===== src/rtl/fetch_pkg.sv =====
// Shared types for the instruction fetch stage: FSM states, PC step, FIFO entry.
package fetch_pkg;

    typedef enum logic [1:0] {
        IDLE = 2'd0,
        REQ  = 2'd1,
        WAIT = 2'd2,
        DROP = 2'd3
    } state_t;

    localparam logic [31:0] PC_INC = 32'd4;

    typedef struct packed {
        logic [31:0] pc;
        logic [31:0] instr;
    } fetch_entry_t;

endpackage


===== src/rtl/fetch_fifo.sv =====
// Prefetch FIFO: DEPTH entries of {pc, instr}, flush has priority over push/pop,
// head is read from registered storage and forced to zero while empty.
module fetch_fifo
    import fetch_pkg::*;
#(
    parameter int DEPTH = 4
) (
    input  logic                       clk,
    input  logic                       reset,
    input  logic                       push,
    input  logic [31:0]                push_pc,
    input  logic [31:0]                push_instr,
    input  logic                       pop,
    input  logic                       flush,
    output logic [$clog2(DEPTH):0]     count,
    output logic                       empty,
    output logic                       full,
    output logic [31:0]                head_pc,
    output logic [31:0]                head_instr
);

    localparam int AW = $clog2(DEPTH);

    fetch_entry_t  mem [DEPTH];
    fetch_entry_t  head;
    logic [AW-1:0] wr_ptr;
    logic [AW-1:0] rd_ptr;
    logic          do_push;
    logic          do_pop;

    assign empty   = (count == '0);
    assign full    = (count == (AW+1)'(DEPTH));
    assign do_push = push && !full && !flush;
    assign do_pop  = pop && !empty && !flush;

    // Pointer and occupancy bookkeeping; a flush empties the FIFO in one cycle.
    // NOTE: state is updated with <= so every flop samples pre-edge values regardless of statement order.
    always_ff @(posedge clk or negedge reset) begin
        if (!reset) begin
            wr_ptr <= '0;
            rd_ptr <= '0;
            count  <= '0;
        end else if (flush) begin
            wr_ptr <= '0;
            rd_ptr <= '0;
            count  <= '0;
        end else begin
            if (do_push) wr_ptr <= wr_ptr + AW'(1);
            if (do_pop)  rd_ptr <= rd_ptr + AW'(1);
            count <= count + (AW+1)'(do_push) - (AW+1)'(do_pop);
        end
    end

    // Entry storage write port.
    // NOTE: storage has no reset; validity lives in count, and the head is masked while empty.
    always_ff @(posedge clk) begin
        if (do_push) mem[wr_ptr] <= '{pc: push_pc, instr: push_instr};
    end

    assign head       = empty ? '0 : mem[rd_ptr];
    assign head_pc    = head.pc;
    assign head_instr = head.instr;

endmodule


===== src/rtl/fetch_unit.sv =====
// Instruction fetch stage: one outstanding imem read at a time, credit-limited
// prefetch into fetch_fifo, redirect flushes the FIFO and drops stale responses.
module fetch_unit
    import fetch_pkg::*;
#(
    parameter int          DEPTH    = 4,
    parameter logic [31:0] RESET_PC = 32'h0000_0000
) (
    input  logic        clk,
    input  logic        reset,
    output logic        imem_req,
    output logic [31:0] imem_addr,
    input  logic        imem_gnt,
    input  logic        imem_rvalid,
    input  logic [31:0] imem_rdata,
    input  logic        redirect,
    input  logic [31:0] redirect_pc,
    input  logic        stall,
    output logic        instr_valid,
    output logic [31:0] instr,
    output logic [31:0] instr_pc
);

    localparam int AW = $clog2(DEPTH);

    state_t        state, state_n;
    logic [31:0]   fetch_pc, fetch_pc_n;
    logic [31:0]   pend_pc, pend_pc_n;
    logic          pend_valid, pend_valid_n;
    logic [31:0]   target_pc;
    logic [AW:0]   count;
    logic [AW+1:0] used;
    logic          empty, full, credit, push, pop;

    assign target_pc = redirect_pc & ~32'h3;

    // A response still owed to us in WAIT reserves a slot; count is registered,
    // so a pop in this cycle only frees credit next cycle.
    assign used   = {1'b0, count} + (AW+2)'(state == WAIT);
    assign credit = !full && (used < (AW+2)'(DEPTH));

    assign imem_addr   = fetch_pc;
    assign instr_valid = !empty;
    assign pop         = instr_valid && !stall && !redirect;

    // FSM state, fetch address and the redirect captured while a request waits for grant.
    always_ff @(posedge clk or negedge reset) begin
        if (!reset) begin
            state      <= IDLE;
            fetch_pc   <= RESET_PC;
            pend_valid <= 1'b0;
            pend_pc    <= '0;
        end else begin
            state      <= state_n;
            fetch_pc   <= fetch_pc_n;
            pend_valid <= pend_valid_n;
            pend_pc    <= pend_pc_n;
        end
    end

    // Next-state, request and push decode.
    // NOTE: every output of this block gets a default first so no path leaves it unassigned (no latch).
    always_comb begin
        state_n      = state;
        fetch_pc_n   = fetch_pc;
        pend_valid_n = pend_valid;
        pend_pc_n    = pend_pc;
        imem_req     = 1'b0;
        push         = 1'b0;
        case (state)
            IDLE: begin
                if (redirect)    fetch_pc_n = target_pc;
                else if (credit) state_n    = REQ;
            end
            REQ: begin
                imem_req = 1'b1;
                if (imem_gnt) begin
                    pend_valid_n = 1'b0;
                    if (redirect) begin
                        fetch_pc_n = target_pc;
                        state_n    = DROP;
                    end else if (pend_valid) begin
                        fetch_pc_n = pend_pc;
                        state_n    = DROP;
                    end else begin
                        fetch_pc_n = fetch_pc + PC_INC;
                        state_n    = WAIT;
                    end
                end else if (redirect) begin
                    // Address must stay stable until granted; remember where to go.
                    pend_valid_n = 1'b1;
                    pend_pc_n    = target_pc;
                end
            end
            WAIT: begin
                if (redirect) begin
                    fetch_pc_n = target_pc;
                    state_n    = imem_rvalid ? IDLE : DROP;
                end else if (imem_rvalid) begin
                    push    = 1'b1;
                    state_n = IDLE;
                end
            end
            DROP: begin
                if (redirect)    fetch_pc_n = target_pc;
                if (imem_rvalid) state_n    = IDLE;
            end
            default: state_n = IDLE;
        endcase
    end

    fetch_fifo #(.DEPTH(DEPTH)) u_fifo (
        .clk        (clk),
        .reset      (reset),
        .push       (push),
        .push_pc    (fetch_pc - PC_INC),
        .push_instr (imem_rdata),
        .pop        (pop),
        .flush      (redirect),
        .count      (count),
        .empty      (empty),
        .full       (full),
        .head_pc    (instr_pc),
        .head_instr (instr)
    );

endmodule


===== config.mk =====
export PLATFORM = sky130hd
export DESIGN_NAME = fetch_unit
export DESIGN_NICKNAME = d
export VERILOG_FILES = /design/src/rtl/fetch_pkg.sv /design/src/rtl/fetch_fifo.sv /design/src/rtl/fetch_unit.sv
export SDC_FILE = /design/constraint.sdc
export NUM_CORES = 1
export LEC_CHECK = 0
export CAP_MARGIN = 5
export CORE_MARGIN = 1.5
export CORE_UTILIZATION = 55
export CTS_CLUSTER_SIZE = 30
export DETAILED_ROUTE_END_ITERATION = 16
export PLACE_DENSITY_LB_ADDON = 0.15
export SLEW_MARGIN = 20
export SYNTH_ARGS = -nofsm -noshare
export SYNTH_HDL_FRONTEND = slang
export SYNTH_SLANG_ARGS = --single-unit
export TNS_END_PERCENT = 5

===== constraint.sdc =====
create_clock -name clk -period 9.55 [get_ports clk]
set_input_delay 0.955 -clock clk [delete_from_list [all_inputs] [get_ports clk]]
set_output_delay 0.955 -clock clk [all_outputs]
set_load 0.05 [all_outputs]

==> results of run 1 <==
## power groups by stage
stage	sequential [W]	clock, W	combinational, W
floorplan	0.00208	0	0.00131
global placement	0.00205	0	0.00191
detailed placement	0.00205	0	0.00193
CTS	0.00203	0.00140	0.00194
global route	0.00206	0.00146	0.00204
finish	0.00203	0.00137	0.00192
## worst register-to-register path: cells and delay by family (launching register included)
family                 cells  cell delay (ns)
AO/OA/AOI/OAI              1             0.76
buffers and inverters      1             0.60
AND/OR/NAND/NOR            2             0.83
flip-flops                 1             0.43
## per-stage QoR
stage / instance area, sq um / util [%] / hold slack (ns)
after floorplan: 14000 / - / 0.472
after global placement: 15800 / 62.9 / 0.483
after detailed placement: 15800 / 62.9 / 0.491
after CTS: 17000 / 67.6 / 0.503
after global routing: 17000 / 67.6 / 0.521
final: 17000 / 67.6 / 0.501
## path summary, 6_finish.rpt
check                                 start                 to  slack (ns)  cells past startpoint
setup / recovery           u_fifo.rd_ptr[0]       instr_pc[14]        5.07                      4
hold / removal                   pend_pc[9]         pend_pc[9]        0.50                      1
setup reg to reg            u_fifo.count[1]  u_fifo.mem[2][10]        6.55                      4
hold reg to reg                  pend_pc[9]         pend_pc[9]        0.50                      1
max in group asynchronous             reset   u_fifo.rd_ptr[0]        8.20                      2
min in group asynchronous             reset        pend_pc[15]        0.66                      2
## layout make-up
class                           instances  area, sq um
Tap cell                              330          413
Inverter                               22         82.6
Multi-Input combinational cell        474         4400
Timing Repair Buffer                  173         1700
Fill cell                            1779         8130
Sequential cell                       318         9200
Clock buffer                           40          895
Clock inverter                         24          290
## cells by family after synthesis
| logic type | Yosys count | share of synthesized area, % |
|---|---|---|
| compound gates | 86 | 4.25 |
| buf+inv | 83 | 3.00 |
| fa+ha+maj | 10 | 0.948 |
| simple gates | 221 | 9.71 |
| flops | 318 | 65.7 |
| other cells | 1 | 0.0268 |
| mux | 102 | 13.1 |
| xor+xnor | 51 | 3.19 |
## layer usage
layer | vias up | global-route usage [%]
met1 | 4083 | 31.3
met5 | - | 0
li1 | 3643 | -
met4 | 2 | 6.34
met3 | 50 | 3.64
met2 | 258 | 36.9
## sequential cells by signal, indices dropped and copies added, names as in the netlist
name	flops
state	2
pend_valid	1
imem_addr	30
u_fifo.wr_ptr	2
u_fifo.count	3
u_fifo.mem	248
pend_pc	30
u_fifo.rd_ptr	2
## cells in the mapped netlist, types with 7 or more instances
master      n
edfxtp_1  248
dfrtp_1    70
nor2b_1    64
mux4_2     62
nor2_1     37
mux2_2     31
xnor2_1    31
nand2_1    25
clkbuf_1   23
inv_1      21
xor2_1     20
buf_2      19
a21oi_1    17
nor3_1     15
a221oi_1   14
and3_1     13
nand3_1    12
o21ai_0    12
ha_1        9
o22ai_1     9
buf_4       8
mux2i_1     8
nand2b_1    7
o21ai_1     7
==> metrics.csv, run 1 <==
stage,metric,value,unit
synthesis,Post-synth EDFFs,248,
cts,worst skew pair latency,0.52,ns
cts,clock sinks,318,
routing,WL met1,12.5,mm
floorplan,Initial Util,55.7,%
global_routing,vias in the first global route,8210,
cells_and_area,antenna fix cells,0,
routing,drt drc,0,
floorplan,Core Region,25100,sq um
sta,Worst-Margin Slew,0.922,ns
power_and_ir_drop,Max IR drop VDD,281,uV
power_and_ir_drop,PwrDens,314,nW/um^2
routing,DRT antenna net count,0,
sta,skew final,0.0159,ns
sta,slew margin rel.,38.5,%
sta,fmax,223,MHz
power_and_ir_drop,sequential share of power,38.1,%
cts,H-tree depth,2,
setup_path,Startpoint Class,flop,
global_routing,initial antenna violation count,1,
place,placed insts,1317,
floorplan,DIE AREA,26400,sq um
synthesis,"area leader, netlist",edfxtp_1,
cts,post-CTS resize count,0,
sta,final hold vios,0,
cts,# hold bufs at CTS,0,
cells_and_area,"leading cell types in the layout, fill and taps excluded","248 x edfxtp_1, 160 x clkdlybuf4s50_1, 68 x dfrtp_1",
power_and_ir_drop,Net Sw Frac,37.7,%
setup_path,Critical Path AT,3.52,ns
routing,post-DR wirelength/cell,20.8,um
routing,DR WL met2,13.9,mm
routing,Routed met3 length,1.76,mm
cts,Root Buffer,clkbuf_16,
routing,final wirelength,28.7,mm
synthesis,mapped cell area,14000,sq um
power_and_ir_drop,Clock power frac,25.8,%
setup_path,crit-path max FO,34,
sta,final max-slew violation count,0,
place,PortBufs,161,
synthesis,Synth area leaders,"edfxtp_1 53%, dfrtp_1 13%, mux4_2 10%",
setup_path,"Req. time, crit path",8.60,ns
synthesis,Yosys warnings,0,
power_and_ir_drop,combinational share of power,36.1,%
setup_path,Worst path top cell family by delay,buffers and inverters,
cells_and_area,Layout Nets,1104,
synthesis,Synth Instances,872,
synthesis,"Avg Cell Area, Syn",16.0,sq um
worst_hold_path,Worst Hold Class,flop to flop,
cts,clock slew at reported path FFs,0.06,ns
global_routing,first-pass GRT wire length,45.5,mm
setup_path,CP cell instances,"buf_4, mux4_2, nor2b_1, clkdlybuf4s50_1",
sta,period utilization,46.9,%
job,max_cap viols,0,
floorplan,Die H,163,um
floorplan,io pins,168,
power_and_ir_drop,total power,0.00533,W
global_routing,overflow left after global routing,0,
cells_and_area,post-layout instance count excluding filler cells,1381,
synthesis,#FFs+latches synth,318,
setup_path,Crit Path Class,flop to output pin,
floorplan,Rows,58,
synthesis,Async SR Flop Fraction,22.0,%
place,GPL Wtd Cong,0.882,
place,Place WS,5.38,ns
floorplan,die extent in x,163,um
power_and_ir_drop,Switching Power,0.00201,W
synthesis,Synth top area share,53.2,%
power_and_ir_drop,Leakage,5.74,nW
setup_path,WP buf/inv,2,
sta,min Tclk post-route,4.48,ns
cells_and_area,P&R area growth vs syn,21.3,%
routing,first drt pass iteration count,5,
routing,1st-iter DRT viols,464,
cts,Num CTS Buffers,35,
synthesis,ys flop type,edfxtp_1,
cells_and_area,"most common cell after layout, fill and taps aside",edfxtp_1,
global_routing,largest net degree at the start of global routing,71,
global_routing,GRT Total Usage,22.4,%
routing,Vias per Instance,5.82,
sta,total negative slack,0,ns
cts,CTS tree,built,
sta,RSZ-0062 raised after global routing,false,
run_status,status,"complete, no violations",
setup_path,CP peak stage delay,0.84,ns
routing,Max Used Layer,met5,
place,DP HPWL,18.0,mm
cts,CTS Buffer Depth,3,
power_and_ir_drop,Internal,0.00332,W
synthesis,"Distinct cells, synth",70,
setup_path,slowest CP cell,dfrtp_4,
setup_path,Worst setup EP type,output pin,
cells_and_area,layout cells sized above 1,19.0,%
sta,final setup vio count,0,
synthesis,register area share after synthesis,65.7,%
cts,Post-CTS Setup Bufs,0,
sta,fin worst setup slack,5.07,ns
routing,via count,8036,
No activity file was read; power rests on OpenSTA's default activity.
==> inputs of run 2 (changes only) <==
Clock period 9.55 ns to 4.52 ns, I/O delays scaled along.
==> metrics.csv, run 2 (synthesized netlist as in run 1, its figures left out) <==
stage,metric,value,unit
sta,Worst-Margin Slew,1.02,ns
setup_path,reg-to-reg startpoint,imem_addr[2],
global_routing,largest net degree at the start of global routing,66,
sta,final setup vio count,0,
sta,RSZ-0062 raised after global routing,false,
sta,min Tclk post-route,3.61,ns
cells_and_area,"leading cell types in the layout, fill and taps excluded","248 x edfxtp_1, 160 x clkdlybuf4s50_1, 68 x dfrtp_1",
setup_path,Worst setup EP type,output pin,
place,placed insts,1320,
setup_path,"Req. time, crit path",4.07,ns
cells_and_area,max reg flops,248,
place,PortBufs,161,
worst_hold_path,Worst Hold Class,input pin to asynchronous set/reset pin,
routing,drt drc,0,
cts,CTS tree,built,
floorplan,Die H,163,um
cells_and_area,layout cells sized above 1,18.3,%
cells_and_area,Filler cells,1790,
cts,post-CTS resize count,0,
cells_and_area,Reg area,9200,sq um
power_and_ir_drop,Max IR drop VDD,439,uV
cells_and_area,post-layout instance count excluding filler cells,1382,
sta,fmax,277,MHz
cts,Root Buffer,clkbuf_16,
cells_and_area,Biggest register,u_fifo.mem,
cells_and_area,antenna fix cells,0,
setup_path,CP peak stage delay,0.82,ns
setup_path,Startpoint Class,flop,
cts,H-tree depth,2,
global_routing,GRT Total Usage,22.8,%
power_and_ir_drop,Leakage,5.73,nW
cells_and_area,"most common cell after layout, fill and taps aside",edfxtp_1,
setup_path,Crit Path Class,flop to output pin,
cts,clock slew at reported path FFs,0.06,ns
floorplan,die extent in x,163,um
global_routing,first-pass GRT wire length,45.9,mm
sta,slew margin rel.,30.9,%
routing,DRT antenna net count,0,
floorplan,Core Region,25100,sq um
global_routing,overflow left after global routing,0,
setup_path,Worst setup startpoint,u_fifo.rd_ptr[0],
floorplan,io pins,168,
cts,Num CTS Buffers,35,
routing,first drt pass iteration count,5,
cts,clock sinks,318,
place,GPL Wtd Cong,0.880,
floorplan,Initial Util,55.7,%
run_status,status,"complete, no violations",
routing,final wirelength,29.3,mm
setup_path,crit-path max FO,28,
routing,via count,8057,
sta,skew final,0.0155,ns
place,DP HPWL,18.1,mm
power_and_ir_drop,total power,0.0111,W
cts,Post-CTS Setup Bufs,0,
sta,total negative slack,0,ns
cells_and_area,multi-input logic area,4400,sq um
global_routing,vias in the first global route,8220,
cts,CTS Buffer Depth,3,
setup_path,Critical Path AT,3.15,ns
sta,period utilization,79.8,%
setup_path,slowest CP cell,dfrtp_4,
cells_and_area,P&R area growth vs syn,21.5,%
routing,Vias per Instance,5.83,
routing,1st-iter DRT viols,513,
power_and_ir_drop,PwrDens,654,nW/um^2
floorplan,DIE AREA,26400,sq um
cts,# hold bufs at CTS,1,
sta,final hold vios,0,
floorplan,Rows,58,
sta,final max-slew violation count,0,
cells_and_area,Layout Nets,1108,
global_routing,initial antenna violation count,0,
cts,worst skew pair latency,0.51,ns
setup_path,CP cell instances,"buf_4, mux4_2, nor2b_1, clkdlybuf4s50_1",
job,max_cap viols,0,
routing,post-DR wirelength/cell,21.2,um
run 2: changes by cell type in the layout (fill, tap and decap cells not counted), sizes merged:
cell / before / now
buf: 13 / 16
inv: 25 / 22
clkbuf: 40 / 46
dlygate4sd3: 0 / 1
clkinv: 14 / 11
bufinv: 6 / 3
run 2: final timing paths:
check / to / slack [ns] / depth (start not counted)
min: pend_pc[20] / 0.39 / 2
max: instr_pc[26] / 0.91 / 4
max reg2reg: u_fifo.mem[1][62] / 1.75 / 7
min reg2reg: pend_pc[9] / 0.50 / 1
min in group clk: pend_pc[9] / 0.50 / 1
max in group asynchronous: u_fifo.rd_ptr[0] / 3.00 / 3
run 2: critical path, delay by kind of cell (launching register included):
kind                   cells  cell delay (ns)
flip-flops                 1             0.82
buffers and inverters      2             1.10
AND/OR/NAND/NOR            1             0.16
multiplexers               1             0.58
run 2: routing by layer:
layer  share of wire, %  up-vias  track usage, %
met5                  0        -               0
met4                2.5        0            7.34
met3                6.1       62            4.07
met2                 49      297            36.5
met1                 43     4050            32.0
li1                   -     3648               -
run 2: final cells by class:
class / count / area share, %
clock buffers: 46 / 5.64
clock inverters: 15 / 0.890
inverters: 22 / 0.486
multi-input cells: 474 / 25.9
flip-flops and latches: 318 / 54.1
well taps: 330 / 2.43
repair buffers: 177 / 10.5
run 2: report_power, final:
part           switching [W]  leakage, nW  internal [W]
Combinational        0.00251         2.11       0.00159
Sequential          0.000614         3.09       0.00367
Clock                0.00107        0.536       0.00166
run 2: stage by stage:
step           hold slack (ns)  area [sq um]  setup slack (ns)  util [%]
6_report                 0.390         17000             0.914      67.7
4_1_cts                  0.374         17000             0.808      67.7
3_3_place_gp             0.382         15900              1.32      63.2
5_1_grt                  0.409         17000             0.730      67.7
3_5_place_dp             0.381         15900              1.29      63.2
2_1_floorplan            0.156         14000              1.41         -
==> inputs of run 3 (changes only) <==
Settings changed: CORE_UTILIZATION 55 to 51.
Clock period 4.52 ns to 3.25 ns, I/O delays scaled along.
==> metrics.csv, run 3 (synthesized netlist as in run 1, its figures left out) <==
stage,metric,value,unit
run_status,status,"complete, no violations",
cells_and_area,layout cells sized above 1,20.5,%
cells_and_area,final core utilization,63.3,%
cells_and_area,P&R area growth vs syn,21.9,%
cts,clock slew at reported path FFs,0.06,ns
cells_and_area,"leading cell types in the layout, fill and taps excluded","248 x edfxtp_1, 159 x clkdlybuf4s50_1, 68 x dfrtp_1",
power_and_ir_drop,Net Sw Frac,38.4,%
power_and_ir_drop,sequential share of power,38.2,%
setup_path,Worst setup EP type,output pin,
place,GPL Wtd Cong,0.878,
cells_and_area,post-layout instance count excluding filler cells,1412,
power_and_ir_drop,Leakage,5.80,nW
sta,skew final,0.00839,ns
power_and_ir_drop,Clock power frac,22.1,%
cells_and_area,Biggest register,u_fifo.mem,
place,PortBufs,161,
sta,RSZ-0062 raised after global routing,false,
setup_path,"Req. time, crit path",2.92,ns
power_and_ir_drop,Max IR drop VDD,884,uV
global_routing,initial antenna violation count,0,
place,placed insts,1354,
cts,H-tree depth,1,
floorplan,Rows,60,
global_routing,vias in the first global route,8100,
routing,final wirelength,28.7,mm
sta,Worst-Margin Slew,0.732,ns
sta,min Tclk post-route,3.13,ns
setup_path,slowest CP cell,clkdlybuf4s50_1,
power_and_ir_drop,combinational share of power,39.7,%
cts,worst skew pair latency,0.54,ns
setup_path,Startpoint Class,flop,
routing,Vias per Instance,5.66,
global_routing,first-pass GRT wire length,45.1,mm
routing,first drt pass iteration count,5,
setup_path,CP cell instances,"buf_12, mux4_2, nor2b_1, clkdlybuf4s50_1",
cts,clock sinks,318,
floorplan,die extent in x,169,um
sta,slew margin rel.,51.2,%
floorplan,io pins,168,
routing,DRT antenna net count,0,
floorplan,Core Region,27000,sq um
floorplan,Die H,169,um
floorplan,Initial Util,51.9,%
setup_path,crit-path max FO,31,
sta,fmax,320,MHz
routing,1st-iter DRT viols,603,
place,DP HPWL,18.5,mm
power_and_ir_drop,PwrDens,886,nW/um^2
cells_and_area,max reg flops,248,
sta,final max-slew violation count,0,
cts,CTS Buffer Depth,3,
sta,period utilization,96.2,%
global_routing,largest net degree at the start of global routing,51,
sta,total negative slack,0,ns
worst_hold_path,Worst Hold Class,input pin to asynchronous set/reset pin,
routing,drt drc,0,
cts,Num CTS Buffers,31,
floorplan,DIE AREA,28400,sq um
cells_and_area,"most common cell after layout, fill and taps aside",edfxtp_1,
routing,via count,7998,
sta,final hold slack,0.366,ns
global_routing,overflow left after global routing,0,
setup_path,WP buf/inv,2,
cells_and_area,antenna fix cells,0,
cts,Post-CTS Setup Bufs,0,
cells_and_area,Layout Nets,1127,
setup_path,Crit Path Class,flop to output pin,
cts,CTS tree,built,
power_and_ir_drop,total power,0.0151,W
setup_path,CP peak stage delay,0.72,ns
cts,Root Buffer,clkbuf_16,
power_and_ir_drop,Internal,0.00931,W
sta,final hold vios,0,
global_routing,GRT Total Usage,20.6,%
power_and_ir_drop,Switching Power,0.00579,W
setup_path,Worst path top cell family by delay,buffers and inverters,
job,max_cap viols,0,
routing,post-DR wirelength/cell,20.3,um
sta,final setup vio count,0,
setup_path,Critical Path AT,2.80,ns
==> run 3: cell count changes in the layout (fill, tap and decap cells not counted), sizes merged <==
cell           previous run  this run
dlymetal6s2s              0         1
clkbuf                   46        34
buf                      16        39
clkinvlp                  1         4
bufinv                    3         2
clkdlybuf4s50           160       159
clkinv                   11        17
==> run 3: path summary, 6_finish.rpt <==
kind | endpoint | start | slack [ns] | depth (start not counted)
max | instr[18] | u_fifo.rd_ptr[0] | 0.12 | 4
max reg2reg | u_fifo.mem[0][54] | imem_addr[2] | 0.79 | 8
min in group clk | pend_pc[14] | redirect_pc[14] | 0.41 | 2
min reg2reg | pend_pc[30] | pend_pc[30] | 0.50 | 1
max in group asynchronous | imem_addr[10] | reset | 2.10 | 3
min | pend_pc[16] | reset | 0.37 | 2
==> run 3: final cells by class <==
cell class	instances	area, sq um
clock inverters	23	165
flip-flops and latches	318	9200
inverters	22	82.6
repair buffers	200	1990
well taps	341	427
clock buffers	34	787
multi-input cells	474	4400
fillers	1962	9890
==> run 3: stage by stage <==
step,setup WS (ns),area [sq um]
6_report,0.122,17100
5_1_grt,0.00352,17100
4_1_cts,0.0670,17100
3_5_place_dp,0.568,16100
3_3_place_gp,0.574,16100
2_1_floorplan,0.189,14000
==> run 3: metal layers <==
| layer | GRT usage, % | up-vias | part of all wire [%] |
|---|---|---|---|
| li1 | - | 3689 | - |
| met1 | 29.8 | 4011 | 45 |
| met2 | 33.6 | 259 | 48 |
| met3 | 2.85 | 39 | 5.5 |
| met4 | 4.35 | 0 | 1.4 |
| met5 | 0 | - | 0 |
==> run 3: timing repair <==
| item | 4_1_cts | 5_1_grt |
|---|---|---|
| gates resized for setup | 0 | 1 |
| setup endpoints to repair | 0 | 1 |
| hold buffers | 1 | 0 |
| hold endpoints to repair | 26 | 0 |
==> run 3: power by group through the flow <==
stage	Clock, W	Combinational [W]	Sequential, W
2_1_floorplan	0	0.00384	0.00612
3_3_place_gp	0	0.00598	0.00584
3_5_place_dp	0	0.00604	0.00584
4_1_cts	0.00342	0.00606	0.00576
5_1_grt	0.00356	0.00639	0.00585
6_report	0.00333	0.00600	0.00577
==> RTL change: new RTL, config.mk and constraints of run 2 <==
`DEPTH` is set to 4 in 2 places; all go to 8.
--- a/src/rtl/fetch_fifo.sv
+++ b/src/rtl/fetch_fifo.sv
@@ -3,7 +3,7 @@
 module fetch_fifo
     import fetch_pkg::*;
 #(
-    parameter int DEPTH = 4
+    parameter int DEPTH = 8
 ) (
     input  logic                       clk,
     input  logic                       reset,
--- a/src/rtl/fetch_unit.sv
+++ b/src/rtl/fetch_unit.sv
@@ -3,7 +3,7 @@
 module fetch_unit
     import fetch_pkg::*;
 #(
-    parameter int          DEPTH    = 4,
+    parameter int          DEPTH    = 8,
     parameter logic [31:0] RESET_PC = 32'h0000_0000
 ) (
     input  logic        clk,
Formal check against the unedited RTL: no difference found for any inputs over 4 cycles, from zero or initial values and one cycle with reset low; that may be too few to reach the edited logic, so the function may still have changed.
==> RTL change against run 2 <==
Wire length increased by 67%. Final area is 62% higher. Core utilization fell by 2.2 points. Clock power increased by 62%. Total power up 52%. Register-to-register slack lost 0.19 ns. Combinational power up 34%. Count of clock-buffer cells in the layout is 25 higher. Global-route usage increased by 0.18 points. Via count increased by 54%. Synthesized area rose by 67%. Setup slack worse by 0.18 ns. Non-clock buffer count rose by 17. Sequential cell count grew 251.
==> RTL change: results (changes against run 2) <==
Crit-path slowest cell=clkdlybuf4s50_1; Hold Worst Slack=0.2972 ns (-0.09245 ns); delay of the slowest cell on the worst path=0.74 ns (-0.08 ns); maximum VDD drop=0.4912 mV (+12%); TritonCTS buffer count=56 (+60%); number of enable flip-flop cells after synthesis=496 (+100%); endpoint of the lowest-slack register-to-register path=u_fifo.mem[2][56]; first-pass GRT wire length=75.95 mm (+66%); detailed placement HPWL=27.58 mm (+52%); clock latency reported for the late side of the worst-skew pair=0.61 ns (+0.10 ns); arrival time reported for the critical path endpoint=3.34 ns (+0.19 ns); fin cells=2045 (+48%); count of different cell masters after synthesis=63 (-10%); share of the yosys chip area belonging to registers=0.7143 (+0.05704); proportion of layout cells with a drive suffix above 1=0.1866 (+0.003127); net count reported at finish=1547 (+40%); number of violations reported at the end of detailed-routing iteration 0=1059 (+110%); Slew @ Worst Pin=1.116 ns (+0.09869 ns); worst-case clock skew=0.01446 ns (-0.001076 ns); number of flip-flops under the largest register name=496 (+100%); result of the run=completed; capture point of the worst path=instr[20]; maximum number of pins on one net before global-route repair=61 (-7.6%); overall fraction of global-route tracks in use=0.2293 (+0.001824); Routability Congestion=0.8525 (-3.1%)
RTL change: report_power, final:
| group | switching (mW) | internal [mW] |
|---|---|---|
| Clock | 1.89 | 2.53 |
| Sequential | 0.542 | 6.41 |
| Combinational | 3.49 | 2.02 |
RTL change: metal layers:
layer | up-vias | share of wire | GRT usage
met5 | - | 0 | 0
met4 | 0 | 0.021 | 0.06422
met3 | 81 | 0.054 | 0.03367
met2 | 382 | 0.49 | 0.3680
met1 | 6492 | 0.44 | 0.3338
li1 | 5465 | - | -
RTL change: kinds of logic (layout without fill, tap and decap cells):
logic type               after synthesis  after routing  synth area share
flip-flops                           569            569            0.7143
AND/OR/NAND/NOR                      248            248           0.05244
multiplexers                         217            217            0.1606
buffers and inverters                103            309           0.01903
AO/OA/AOI/OAI                         98             98           0.02849
XOR/XNOR                              50             50           0.01871
adder cells (fa/ha/maj)               11             11          0.006201
other                                  1              4         0.0001602
RTL change: layout make-up:
| type | count | area [um2] |
|---|---|---|
| clock buffers | 71 | 1479 |
| clock inverters | 27 | 265.3 |
| fillers | 2881 | 14460 |
| inverters | 17 | 63.81 |
| multi-input cells | 628 | 6311 |
| flip-flops and latches | 569 | 16730 |
| well taps | 539 | 674.4 |
| repair buffers | 194 | 1957 |
RTL change: per-stage QoR:
step                      setup WS [ns]  cell area, um2  total power, mW  TNS [ns]
final                            0.7306           27480            16.89         0
after global routing             0.5744           27480            17.59         0
after CTS                        0.5952           27480            17.01         0
after detailed placement          1.255           25730            12.58         0
after global placement            1.239           25730            12.49         0
after floorplan                  -1.980           23420            10.79   -565.31
RTL change: what timing repair did:
item	in CTS	in global routing
endpoints found under the hold margin	14	0
setup endpoints to repair	0	0
resized for setup	0	0
hold buffers	1	0
